==> src/rtl/ppu_pkg.sv <==
// Shared PPU constants: control-word layout and the bubble word.
// Used by control_unit, the datapath and the control pipeline.
package ppu_pkg;

   localparam int unsigned CW_DEFAULT = 14;

   localparam int unsigned AM_LSB      = 0;
   localparam int unsigned AM_W        = 2;
   localparam int unsigned RFEN_BIT    = 2;
   localparam int unsigned ALUOP_LSB   = 3;
   localparam int unsigned ALUOP_W     = 4;
   localparam int unsigned LOAD_BIT    = 7;
   localparam int unsigned BL_BIT      = 8;
   localparam int unsigned SBIT_BIT    = 9;
   localparam int unsigned RW_BIT      = 10;
   localparam int unsigned SIZE_BIT    = 11;
   localparam int unsigned DMEMEN_BIT  = 12;
   localparam int unsigned SPARE_BIT   = 13;

   // Field view of a default-width control word, MSB first.
   typedef struct packed {
      logic       spare;
      logic       datamem_en;
      logic       size;
      logic       rw;
      logic       s_bit;
      logic       branch_link;
      logic       load;
      logic [3:0] alu_op;
      logic       rf_en;
      logic [1:0] am;
   } ctrl_word_t;

   localparam logic [CW_DEFAULT-1:0] NOP_WORD = '0;

endpackage

==> src/rtl/ctrl_stage_reg.sv <==
// One control-pipeline stage: a {valid, word} register with hold and bubble.
// An invalid stage always stores NOP_WORD so bubbles never drive enables.
module ctrl_stage_reg #(
   parameter int unsigned     CW       = ppu_pkg::CW_DEFAULT,
   parameter logic [CW-1:0]   NOP_WORD = CW'(ppu_pkg::NOP_WORD)
) (
   input  logic          clk,
   input  logic          reset,
   input  logic          hold,
   input  logic          bubble,
   input  logic [CW:0]   load_word,
   output logic [CW-1:0] word_o,
   output logic          valid_o
);

   logic [CW:0] stage_q;
   logic [CW:0] stage_d;

   always_comb begin
      stage_d = stage_q;
      if (!hold) begin
         if (bubble || !load_word[CW]) begin
            stage_d = {1'b0, NOP_WORD};
         end else begin
            stage_d = load_word;
         end
      end
   end

   always_ff @(posedge clk or posedge reset) begin
      if (reset) begin
         stage_q <= {1'b0, NOP_WORD};
      end else begin
         stage_q <= stage_d;
      end
   end

   assign word_o  = stage_q[CW-1:0];
   assign valid_o = stage_q[CW];

endmodule

==> src/rtl/ctrl_pipe_chain.sv <==
// Control-word pipeline from ID/EX to MEM/WB with flush, stall, hold,
// per-stage valid bits and saturating bubble/retire counters.
module ctrl_pipe_chain #(
   parameter int unsigned   CW       = ppu_pkg::CW_DEFAULT,
   parameter int unsigned   NSTG     = 3,
   parameter int unsigned   CNTW     = 16,
   parameter logic [CW-1:0] NOP_WORD = CW'(ppu_pkg::NOP_WORD)
) (
   input  logic               clk,
   input  logic               reset,
   input  logic [CW-1:0]      in_ctrl,
   input  logic               in_valid,
   input  logic               stall,
   input  logic               hold,
   input  logic [NSTG-1:0]    flush,
   output logic               in_ready,
   output logic [NSTG*CW-1:0] stg_ctrl,
   output logic [NSTG-1:0]    stg_valid,
   output logic [CNTW-1:0]    bubble_cnt,
   output logic [CNTW-1:0]    retire_cnt
);

   logic [CW-1:0]   stg_word [NSTG];
   logic [NSTG-1:0] valid_w;

   logic [CNTW-1:0] bubble_cnt_q, bubble_cnt_d;
   logic [CNTW-1:0] retire_cnt_q, retire_cnt_d;

   assign in_ready = !(stall || hold || flush[0]);

   for (genvar i = 0; i < NSTG; i++) begin : g_stage
      logic [CW:0] load_word;
      logic        bubble;

      // Stage 0 is fed by decode; later stages by their upstream neighbour.
      if (i == 0) begin : g_head
         assign load_word = {in_valid, in_ctrl};
         assign bubble    = stall || flush[0];
      end else begin : g_body
         assign load_word = {valid_w[i-1], stg_word[i-1]};
         assign bubble    = flush[i];
      end

      ctrl_stage_reg #(
         .CW       (CW),
         .NOP_WORD (NOP_WORD)
      ) u_stage (
         .clk       (clk),
         .reset     (reset),
         .hold      (hold),
         .bubble    (bubble),
         .load_word (load_word),
         .word_o    (stg_word[i]),
         .valid_o   (valid_w[i])
      );

      assign stg_ctrl[i*CW +: CW] = stg_word[i];
   end

   assign stg_valid = valid_w;

   // Stall and flush[0] together still insert only one bubble.
   always_comb begin
      bubble_cnt_d = bubble_cnt_q;
      retire_cnt_d = retire_cnt_q;
      if (!hold) begin
         if ((stall || flush[0]) && (bubble_cnt_q != {CNTW{1'b1}})) begin
            bubble_cnt_d = bubble_cnt_q + CNTW'(1);
         end
         if (valid_w[NSTG-1] && (retire_cnt_q != {CNTW{1'b1}})) begin
            retire_cnt_d = retire_cnt_q + CNTW'(1);
         end
      end
   end

   always_ff @(posedge clk or posedge reset) begin
      if (reset) begin
         bubble_cnt_q <= '0;
         retire_cnt_q <= '0;
      end else begin
         bubble_cnt_q <= bubble_cnt_d;
         retire_cnt_q <= retire_cnt_d;
      end
   end

   assign bubble_cnt = bubble_cnt_q;
   assign retire_cnt = retire_cnt_q;

endmodule

==> config.mk <==
export PLATFORM = sky130hd
export DESIGN_NAME = ctrl_pipe_chain
export DESIGN_NICKNAME = d
export VERILOG_FILES = /design/src/rtl/ppu_pkg.sv /design/src/rtl/ctrl_stage_reg.sv /design/src/rtl/ctrl_pipe_chain.sv
export SDC_FILE = /design/constraint.sdc
export NUM_CORES = 1
export LEC_CHECK = 0
export ABC_AREA = 1
export CAP_MARGIN = 10
export CORE_ASPECT_RATIO = 0.6
export CORE_MARGIN = 2
export CORE_UTILIZATION = 45
export CTS_BUF_LIST = sky130_fd_sc_hd__clkbuf_16
export CTS_CLUSTER_DIAMETER = 100
export DETAILED_ROUTE_END_ITERATION = 12
export GPL_ROUTABILITY_DRIVEN = 0
export HOLD_SLACK_MARGIN = 0.08
export PLACE_DENSITY = 0.81
export SYNTH_ARGS = -nofsm -noshare
export SYNTH_HDL_FRONTEND = slang
export SYNTH_SLANG_ARGS = --single-unit
==> constraint.sdc <==
create_clock -name clk -period 6.2 [get_ports clk]
set_input_delay 1.24 -clock clk [delete_from_list [all_inputs] [get_ports clk]]
set_output_delay 1.24 -clock clk [all_outputs]
set_load 0.02 [all_outputs]
==> metrics, run 1 <==
Most used DFF post-synth dfrtp_1; mux share of post-synthesis cell area 0%; largest family of logic cells by synthesized area simple AND/OR/NAND/NOR gates; vias per cell 5.20; GR peak layer met2; FF-to-FF path depth 9; post-CTS setup buffer count 0; sequential share of power 42.1%; syn_area_per_cell 8.29 sq um; fmax 240 MHz; compound-gate portion of the synthesized area 6.58%; multi-input logic area 0.00151 sq mm; cell internal pwr 987 uW; PD cells 258 mW/mm^2; Tmin final 4170 ps; CP Max Fanout 23; # rows 25; TritonCTS buffer count 9; yosys warns 0; Sw Ratio 24.9%; Startpoint Class input pin; final WL 10,000 um; share of total power in the clock network 44.6%; GRT Util Overall 24.0%; Lkg Pwr 2.26 nW; initial antenna violation count 0; Initial Utilization 47.0%; fin. max-slew vios 0; top-level port count 100; CTS tree done; vias in the first global route 3,249; Layout Nets 571; detailed-route via count 3,431; ranking of synthesized cells by area dfrtp_1 (51%), nand2_1 (15%), nand3_1 (5.3%), inv_1 (4.7%), o21ai_0 (3.9%); library cells used by synthesis 26; DR DRC count 0; Root Driver clkbuf_16; top cell type's share of synthesized area 51.4%; PortBufs 99; Hold Path Class flop to flop; Combinational Power Share 13.3%; wire length per cell 15.2 um; Yosys top cell by area dfrtp_1; Adder-Cell Fraction of Synth Area 0.668%; first-pass GRT wire length 16,500 um; grt met2 use 37.2%; final core occ 64.0%; Final Power 1.31 mW; MaxCap Viol Count 0; async set-or-reset flop fraction in the synthesized netlist 100%; Critical Path RT 4960 ps; clock sink total 77; Crit. End Element output pin; Starting DRT DRC Count 245; Synth Area in XOR/XNOR 2.80%; largest net degree at the start of global routing 57; Finished Cell Area 0.00510 sq mm; RSZ-0062 raised after global routing no; core outline area 0.00798 sq mm; outcome complete, no violations; simple logic cell fraction of the synthesized area 30.2%; Sequential cell area 0.00193 sq mm; later-pin clock latency in the skew report 340 ps; Seq/Total Area, Yosys 51.4%; Setup-failing EPs final 0; hold-critical path depth 2; Max clock buf depth 2; grt met3 use 7.73%; flops & latches, synth 77; final hold viol count 0; Worst Tran Pin Value 900 ps; EDFF count, synth 0; final worst path period share 67.2%; Synth Instances 452; DR pass1 iterations 5; critical path arrival 2930 ps; Overflow after GRT 0; quantity of gates resized following cts 0; slew margin rel. 40.0%; # fillers 672; GRT met1 Usage 33.4%; TNS Setup 0 ps; Die Area 0.00910 sq mm; clock slew at the register clock pins of the worst setup and hold paths 60 ps; Netlist Area Pre-Place 0.00375 sq mm; VDD IR-drop max 0.171 mV; critical path class input pin to output pin; H-tree levels 3; ANT nets after route 0; Die Height 74.7 um; layout cells sized above 1 6.52%; switching pwr 328 uW; hold buffer count at CTS 0; Ant. Diodes 0; Post-Syn Nets 476; area grow syn2layout 36.2%; Die Wd 122 um; DP HPWL 7070 um; Placed Area 0.00477 sq mm; Final Skew 6.72 ps
==> kinds of logic (layout without fill, tap and decap cells) <==
kind of cell | Yosys count | in the layout
flip-flops | 77 | 77
AO/OA/AOI/OAI | 45 | 45
buffers and inverters | 67 | 167
adder cells (fa/ha/maj) | 2 | 2
XOR/XNOR | 12 | 12
AND/OR/NAND/NOR | 249 | 249
==> metal layers <==
| metal | wire length [um] | vias to the layer above | share of wire (%) |
|---|---|---|---|
| met5 | 0 | - | 0 |
| met1 | 4570 | 1642 | 46 |
| met3 | 832 | 12 | 8.3 |
| met2 | 4510 | 139 | 45 |
| li1 | - | 1638 | - |
| met4 | 105 | 0 | 1.0 |
==> per-stage QoR <==
step                setup slack, ps  instances  hold WS, ps
finish                         2030        660          483
global route                   1960        660          509
CTS                            2050        660          488
detailed placement             2050        644          476
global placement               2060        644          468
floorplan                      2990        452          473
==> state kept, by name, indices dropped and copies added (netlist names) <==
register and cells:
retire_cnt 16, g_stage.u_stage.stage_q 45, bubble_cnt 16
==> critical path, cell delays in order <==
cell and delay (ps):
clkdlybuf4s50_1 400, buf_4 220, nor3_2 200, buf_4 230, clkdlybuf4s50_1 630
==> placed cells by master, fill, tap and decap left out <==
master             n
clkinv_1           1
nor3_1             2
clkbuf_16          9
inv_1             48
nor3_2             2
o21ai_0           29
inv_2              2
dfrtp_1           77
o21ai_1            1
buf_4              4
o22ai_1           14
xnor2_1            6
nand3_1           40
a22o_1             1
nand2_2            2
bufinv_16          3
nand2_4            3
clkdlybuf4s50_1   99
nand4_1            8
ha_1               2
nor2_4             6
nand2_1          149
xor2_1             6
nor2_2             4
clkinv_2           1
nor2_1            25
nand3b_1           8
==> layout make-up <==
| class | instances | area share, % |
|---|---|---|
| clock buffers | 9 | 4.41 |
| repair buffers | 103 | 20.0 |
| multi-input cells | 308 | 29.6 |
| clock inverters | 7 | 2.08 |
| well taps | 108 | 2.65 |
| inverters | 48 | 3.53 |
| flip-flops and latches | 77 | 37.8 |
==> Yosys cell counts (2+ instances only) <==
| cell | instances |
|---|---|
| clkbuf_1 | 5 |
| xnor2_1 | 6 |
| nand2_2 | 2 |
| nor3_1 | 2 |
| buf_4 | 3 |
| o21ai_0 | 29 |
| dfrtp_1 | 77 |
| ha_1 | 2 |
| nor3_2 | 2 |
| nand4_1 | 8 |
| buf_2 | 6 |
| nand3_1 | 40 |
| o22ai_1 | 14 |
| nand3b_1 | 8 |
| nand2_4 | 3 |
| nand2_1 | 149 |
| nor2_1 | 25 |
| xor2_1 | 6 |
| nor2_2 | 4 |
| inv_1 | 47 |
| buf_6 | 4 |
| nor2_4 | 6 |
==> power groups by stage <==
stage	Sequential [mW]	Combinational, mW	Clock [mW]
3_3_place_gp	0.559	0.170	0
6_report	0.553	0.175	0.586
2_1_floorplan	0.582	0.0735	0
3_5_place_dp	0.561	0.176	0
5_1_grt	0.558	0.192	0.621
4_1_cts	0.552	0.177	0.593
==> worst paths after layout <==
check	startpoint	end	slack, ps
worst max-delay path	hold	in_ready	2030
worst min-delay path	g_stage[2].u_stage.stage_q[13]$_DFFE_PP0N_	g_stage[2].u_stage.stage_q[13]$_DFFE_PP0N_	480
worst max register to register	retire_cnt[0]$_DFFE_PP0P_	retire_cnt[10]$_DFFE_PP0P_	4240
worst min register to register	g_stage[2].u_stage.stage_q[13]$_DFFE_PP0N_	g_stage[2].u_stage.stage_q[13]$_DFFE_PP0N_	480
max in group asynchronous	reset	g_stage[1].u_stage.stage_q[7]$_DFFE_PP0N_	3870
min in group asynchronous	reset	g_stage[2].u_stage.stage_q[2]$_DFFE_PP0N_	1230
(Power assumes the default switching activity.)
==> run 2: changes to the inputs <==
==> constraint.sdc (replaced) <==
create_clock -name clk -period 3.9 [get_ports clk]
set_input_delay 0.78 -clock clk [delete_from_list [all_inputs] [get_ports clk]]
set_output_delay 0.78 -clock clk [all_outputs]
set_load 0.02 [all_outputs]
==> metrics, run 2 (synthesis gave the netlist of run 1 again) <==
outcome complete, no violations; Hold Path Class flop to flop; WP buf/inv 3 (-1); Placed Area 0.00479 sq mm (+0.42%); Overflow after GRT 0 (unchanged); H-tree levels 3 (unchanged); Top cell by count, worst path clkdlybuf4s50_1; crit-path leading delay family buffers and inverters; top-level port count 100 (unchanged); # rows 25 (unchanged); vias in the first global route 3,350 (+3.1%); CP Max Fanout 16 (-30%); Ant. Diodes 0 (unchanged); DR pass1 iterations 4 (-1); area grow syn2layout 37.3%; TNS Setup 0 ps (unchanged); post-CTS setup buffer count 0 (unchanged); hold buffer count at CTS 0 (unchanged); clock slew at the register clock pins of the worst setup and hold paths 50 ps (about the same); quantity of gates resized following cts 0 (unchanged); first-pass GRT wire length 16,400 um (-0.84%); critical path arrival 2270 ps (-660 ps); PD cells 418 mW/mm^2 (+62%); clock sink total 77 (unchanged); Critical Path RT 3120 ps (-1840 ps); DR DRC count 0 (unchanged); ANT nets after route 0 (unchanged); VDD IR-drop max 0.407 mV (+140%); Finished Cell Area 0.00514 sq mm (+0.81%); Slowest cell on crit path clkdlybuf4s50_1; Layout Nets 572 (+0.18%); final hold viol count 0 (unchanged); Initial Utilization 47.0% (unchanged); RSZ-0062 raised after global routing no; detailed-route via count 3,398 (-0.96%); Final Skew 3.58 ps (-3.14 ps); CTS tree done; Reg with most FFs g_stage.u_stage.stage_q; # fillers 657 (-2.2%); cell chain of the critical path clkdlybuf4s50_1 -> nor3_2 -> buf_4 -> clkdlybuf4s50_1; Die Height 74.7 um (unchanged); commonest cells after routing, fill and taps aside nand2_1 (149), clkdlybuf4s50_1 (99), dfrtp_1 (77), inv_1 (47), nand3_1 (40); PortBufs 99 (unchanged); final worst path period share 78.2%; Lkg Pwr 2.28 nW (+0.63%); fmax 328 MHz; critical path class input pin to output pin; flip-flop count of the largest register after layout 45 (unchanged); MaxCap Viol Count 0 (unchanged); Max clock buf depth 2 (unchanged); slew margin rel. 42.0% (+2.1 points); Slowest Stage Delay on Critical Path 650 ps (+20 ps); wire length per cell 15.1 um (-0.71%); final WL 9950 um (-0.71%); DP HPWL 7140 um (+0.98%); fin. max-slew vios 0 (unchanged); core outline area 0.00798 sq mm (unchanged); TritonCTS buffer count 9 (unchanged); initial antenna violation count 0 (unchanged); vias per cell 5.15 (-0.96%); GRT Util Overall 23.6% (-0.46 points); Starting DRT DRC Count 263 (+7.3%); Crit. End Element output pin; Tmin final 3050 ps; Worst Tran Pin Value 868 ps (-31.2 ps); largest net degree at the start of global routing 42 (-26%); Setup-failing EPs final 0 (unchanged); Die Area 0.00910 sq mm (unchanged); commonest non-fill, non-tap cell in the layout nand2_1; layout cells sized above 1 6.70% (+0.18 points); Root Driver clkbuf_16; Startpoint Class input pin; later-pin clock latency in the skew report 330 ps (about the same); Die Wd 122 um (unchanged)
==> run 2: worst min-delay path: cells and delay by family (launching register included) <==
family	cells	cell delay, ps
and+or+nand+nor	1	50
DFF	1	340
AOI/OAI and AO/OA	1	60
==> run 2: stage by stage <==
step	setup slack [ps]	utilization [%]	power, mW	hold WS [ps]	std cells
4_1_cts	854	64.5	2.16	486	660
6_report	851	64.5	2.15	483	660
3_5_place_dp	865	60.1	1.17	472	645
2_1_floorplan	1150	-	1.04	473	452
3_3_place_gp	878	60.1	1.16	468	645
5_1_grt	759	64.5	2.23	502	660
==> run 2: report_power, final <==
part	switching (mW)	internal [mW]
clock	0.311	0.681
combinational	0.158	0.119
sequential	0.0438	0.834
==> run 2: path summary, 6_finish.rpt <==
path / startpoint / endpoint / slack [ps] / depth (start not counted)
max in group asynchronous: reset / g_stage[2].u_stage.stage_q[13]$_DFFE_PP0N_ / 2240 / 3
worst max-delay path: hold / in_ready / 850 / 4
worst max register to register: retire_cnt[0]$_DFFE_PP0P_ / retire_cnt[5]$_DFFE_PP0P_ / 2010 / 9
min in group asynchronous: reset / g_stage[2].u_stage.stage_q[3]$_DFFE_PP0N_ / 960 / 2
worst min register to register: g_stage[2].u_stage.stage_q[10]$_DFFE_PP0N_ / g_stage[2].u_stage.stage_q[10]$_DFFE_PP0N_ / 480 / 2
worst min-delay path: g_stage[2].u_stage.stage_q[10]$_DFFE_PP0N_ / g_stage[2].u_stage.stage_q[10]$_DFFE_PP0N_ / 480 / 2
==> run 2: layout make-up <==
type                            instances  area (sq um)  area share [%]
Clock buffer                            9           225            4.38
Clock inverter                          6           128            2.48
Inverter                               48           180            3.50
Multi-Input combinational cell        308          1510            29.3
Sequential cell                        77          1930            37.5
Tap cell                              108           135            2.63
Timing Repair Buffer                  104          1040            20.2
==> run 2: layer usage <==
layer | wire length [um] | global-route usage [%] | vias up
met5 | 0 | 0 | -
met4 | 113 | 7.15 | 0
met3 | 598 | 6.97 | 12
met2 | 4510 | 37.9 | 97
met1 | 4730 | 31.6 | 1658
li1 | - | - | 1631
==> run 3: changes to the inputs <==
==> constraint.sdc (replaced) <==
create_clock -name clk -period 2.84 [get_ports clk]
set_input_delay 0.568 -clock clk [delete_from_list [all_inputs] [get_ports clk]]
set_output_delay 0.568 -clock clk [all_outputs]
set_load 0.02 [all_outputs]
==> metrics, run 3 (synthesis gave the netlist of run 1 again) <==
outcome complete, no violations; cell count along the critical path 3 (-1); critical path class input pin to output pin; hold buffer count at CTS 0 (unchanged); top-level port count 100 (unchanged); Die Area 0.00910 sq mm (unchanged); Tmin final 2470 ps; post-CTS setup buffer count 0 (unchanged); final WL 10,400 um (+4.3%); critical path arrival 1910 ps (-360 ps); Reg with most FFs g_stage.u_stage.stage_q; Sw Ratio 25.8% (+1.9 points); area grow syn2layout 36.9%; PD cells 544 mW/mm^2 (+30%); Overflow after GRT 0 (unchanged); WP buf/inv 2 (-1); # rows 25 (unchanged); wire length per cell 15.6 um (+3.6%); Hold Path Class flop to flop; commonest cells after routing, fill and taps aside nand2_1 (149), clkdlybuf4s50_1 (99), dfrtp_1 (77), inv_1 (48), nand3_1 (40); MaxCap Viol Count 0 (unchanged); TNS Setup 0 ps (unchanged); clock sink total 77 (unchanged); largest net degree at the start of global routing 40 (-4.8%); CP Max Fanout 2 (-14); Slowest Stage Delay on Critical Path 640 ps (about the same); later-pin clock latency in the skew report 340 ps (about the same); Initial Utilization 47.0% (unchanged); Startpoint Class input pin; clock slew at the register clock pins of the worst setup and hold paths 60 ps (about the same); Crit. End Element output pin; share of total power in the clock network 42.7% (-3.5 points); detailed-route via count 3,428 (+0.88%); Ant. Diodes 0 (unchanged); Max clock buf depth 2 (unchanged); DP HPWL 7550 um (+5.8%); Final Power 2.79 mW (+30%); Worst Tran Pin Value 665 ps (-203 ps); CTS tree done; ANT nets after route 0 (unchanged); cell chain of the critical path clkdlybuf4s50_1 -> nor3_2 -> clkdlybuf4s50_1; Layout Nets 576 (+0.70%); Combinational Power Share 14.0% (+1.1 points); quantity of gates resized following cts 0 (unchanged); Lkg Pwr 2.28 nW (+0.12%); layout cells sized above 1 7.37% (+0.67 points); Root Driver clkbuf_16; # fillers 668 (+1.7%); fmax 404 MHz; commonest non-fill, non-tap cell in the layout nand2_1; vias per cell 5.16 (+0.28%); Die Wd 122 um (unchanged); final worst path period share 87.1%; crit-path leading delay family buffers and inverters; Critical Path RT 2270 ps (-850 ps); DR pass1 iterations 4 (unchanged); GRT Util Overall 24.8% (+1.2 points); Setup-failing EPs final 0 (unchanged); H-tree levels 3 (unchanged); sequential share of power 43.4% (+2.5 points); initial antenna violation count 0 (unchanged); fin. max-slew vios 0 (unchanged); FF-to-FF path depth 9 (unchanged); slew margin rel. 55.6% (+14 points); cell internal pwr 2.07 mW (+27%); VDD IR-drop max 0.390 mV (-4.3%); DR DRC count 0 (unchanged); vias in the first global route 3,473 (+3.7%); PortBufs 99 (unchanged); TritonCTS buffer count 9 (unchanged); final hold viol count 0 (unchanged); core outline area 0.00798 sq mm (unchanged); first-pass GRT wire length 17,200 um (+4.8%); Final Skew 3.69 ps (+0.113 ps); RSZ-0062 raised after global routing no; Slowest cell on crit path clkdlybuf4s50_1; flip-flop count of the largest register after layout 45 (unchanged); Die Height 74.7 um (unchanged); switching pwr 720 uW (+40%); Top cell by count, worst path clkdlybuf4s50_1; Starting DRT DRC Count 250 (-4.9%); hold-critical path depth 2 (unchanged)
==> run 3: metrics by stage <==
step                      hold WS [ps]  util, %  cells  worst slack [ps]  cell area (sq um)
after global routing               532     64.3    664               331               5130
after CTS                          490     64.3    664               364               5130
after detailed placement           476     60.5    649               376               4820
final                              487     64.3    664               365               5130
after global placement             468     60.5    649               404               4820
after floorplan                    473        -    452               305               3750
==> run 3: per-layer routing <==
layer / vias to the layer above / wire length [um] / GRT usage, %
met5: - / 0 / 0
met4: 0 / 187 / 8.94
met3: 15 / 635 / 6.89
met2: 114 / 4690 / 38.2
met1: 1660 / 4860 / 34.1
li1: 1639 / - / -
==> run 3: power by group through the flow <==
stage	Combinational, mW	Clock (mW)	Sequential, mW
final	0.390	1.19	1.21
after detailed placement	0.391	0	1.23
after floorplan	0.161	0	1.27
after CTS	0.393	1.21	1.21
after global routing	0.424	1.25	1.22
after global placement	0.378	0	1.22
==> run 3: path summary, 6_finish.rpt <==
kind | start | endpoint | slack, ps
worst max-delay path | hold | in_ready | 370
worst min-delay path | g_stage[2].u_stage.stage_q[10]$_DFFE_PP0N_ | g_stage[2].u_stage.stage_q[10]$_DFFE_PP0N_ | 490
worst max register to register | retire_cnt[0]$_DFFE_PP0P_ | retire_cnt[0]$_DFFE_PP0P_ | 890
worst min register to register | g_stage[2].u_stage.stage_q[10]$_DFFE_PP0N_ | g_stage[2].u_stage.stage_q[10]$_DFFE_PP0N_ | 490
max in group asynchronous | reset | bubble_cnt[4]$_DFFE_PP0P_ | 1540
min in group asynchronous | reset | g_stage[2].u_stage.stage_q[1]$_DFFE_PP0N_ | 650
==> run 3: layout make-up <==
| class | instances | area (sq um) | share of cell area, % |
|---|---|---|---|
| clock buffers | 9 | 225 | 4.39 |
| clock inverters | 6 | 81.3 | 1.59 |
| inverters | 48 | 180 | 3.51 |
| multi-input cells | 308 | 1510 | 29.4 |
| flip-flops and latches | 77 | 1930 | 37.6 |
| well taps | 108 | 135 | 2.63 |
| repair buffers | 108 | 1070 | 20.9 |
==> run 3: worst register-to-register path: stages, from the launching register on <==
cell	delay [ps]
dfrtp_1	420
ha_1	300
inv_2	100
nor2_4	50
nand2_2	120
nor2_4	60
nor2_2	390
nand2_4	220
nand2_1	130
nand2_1	60
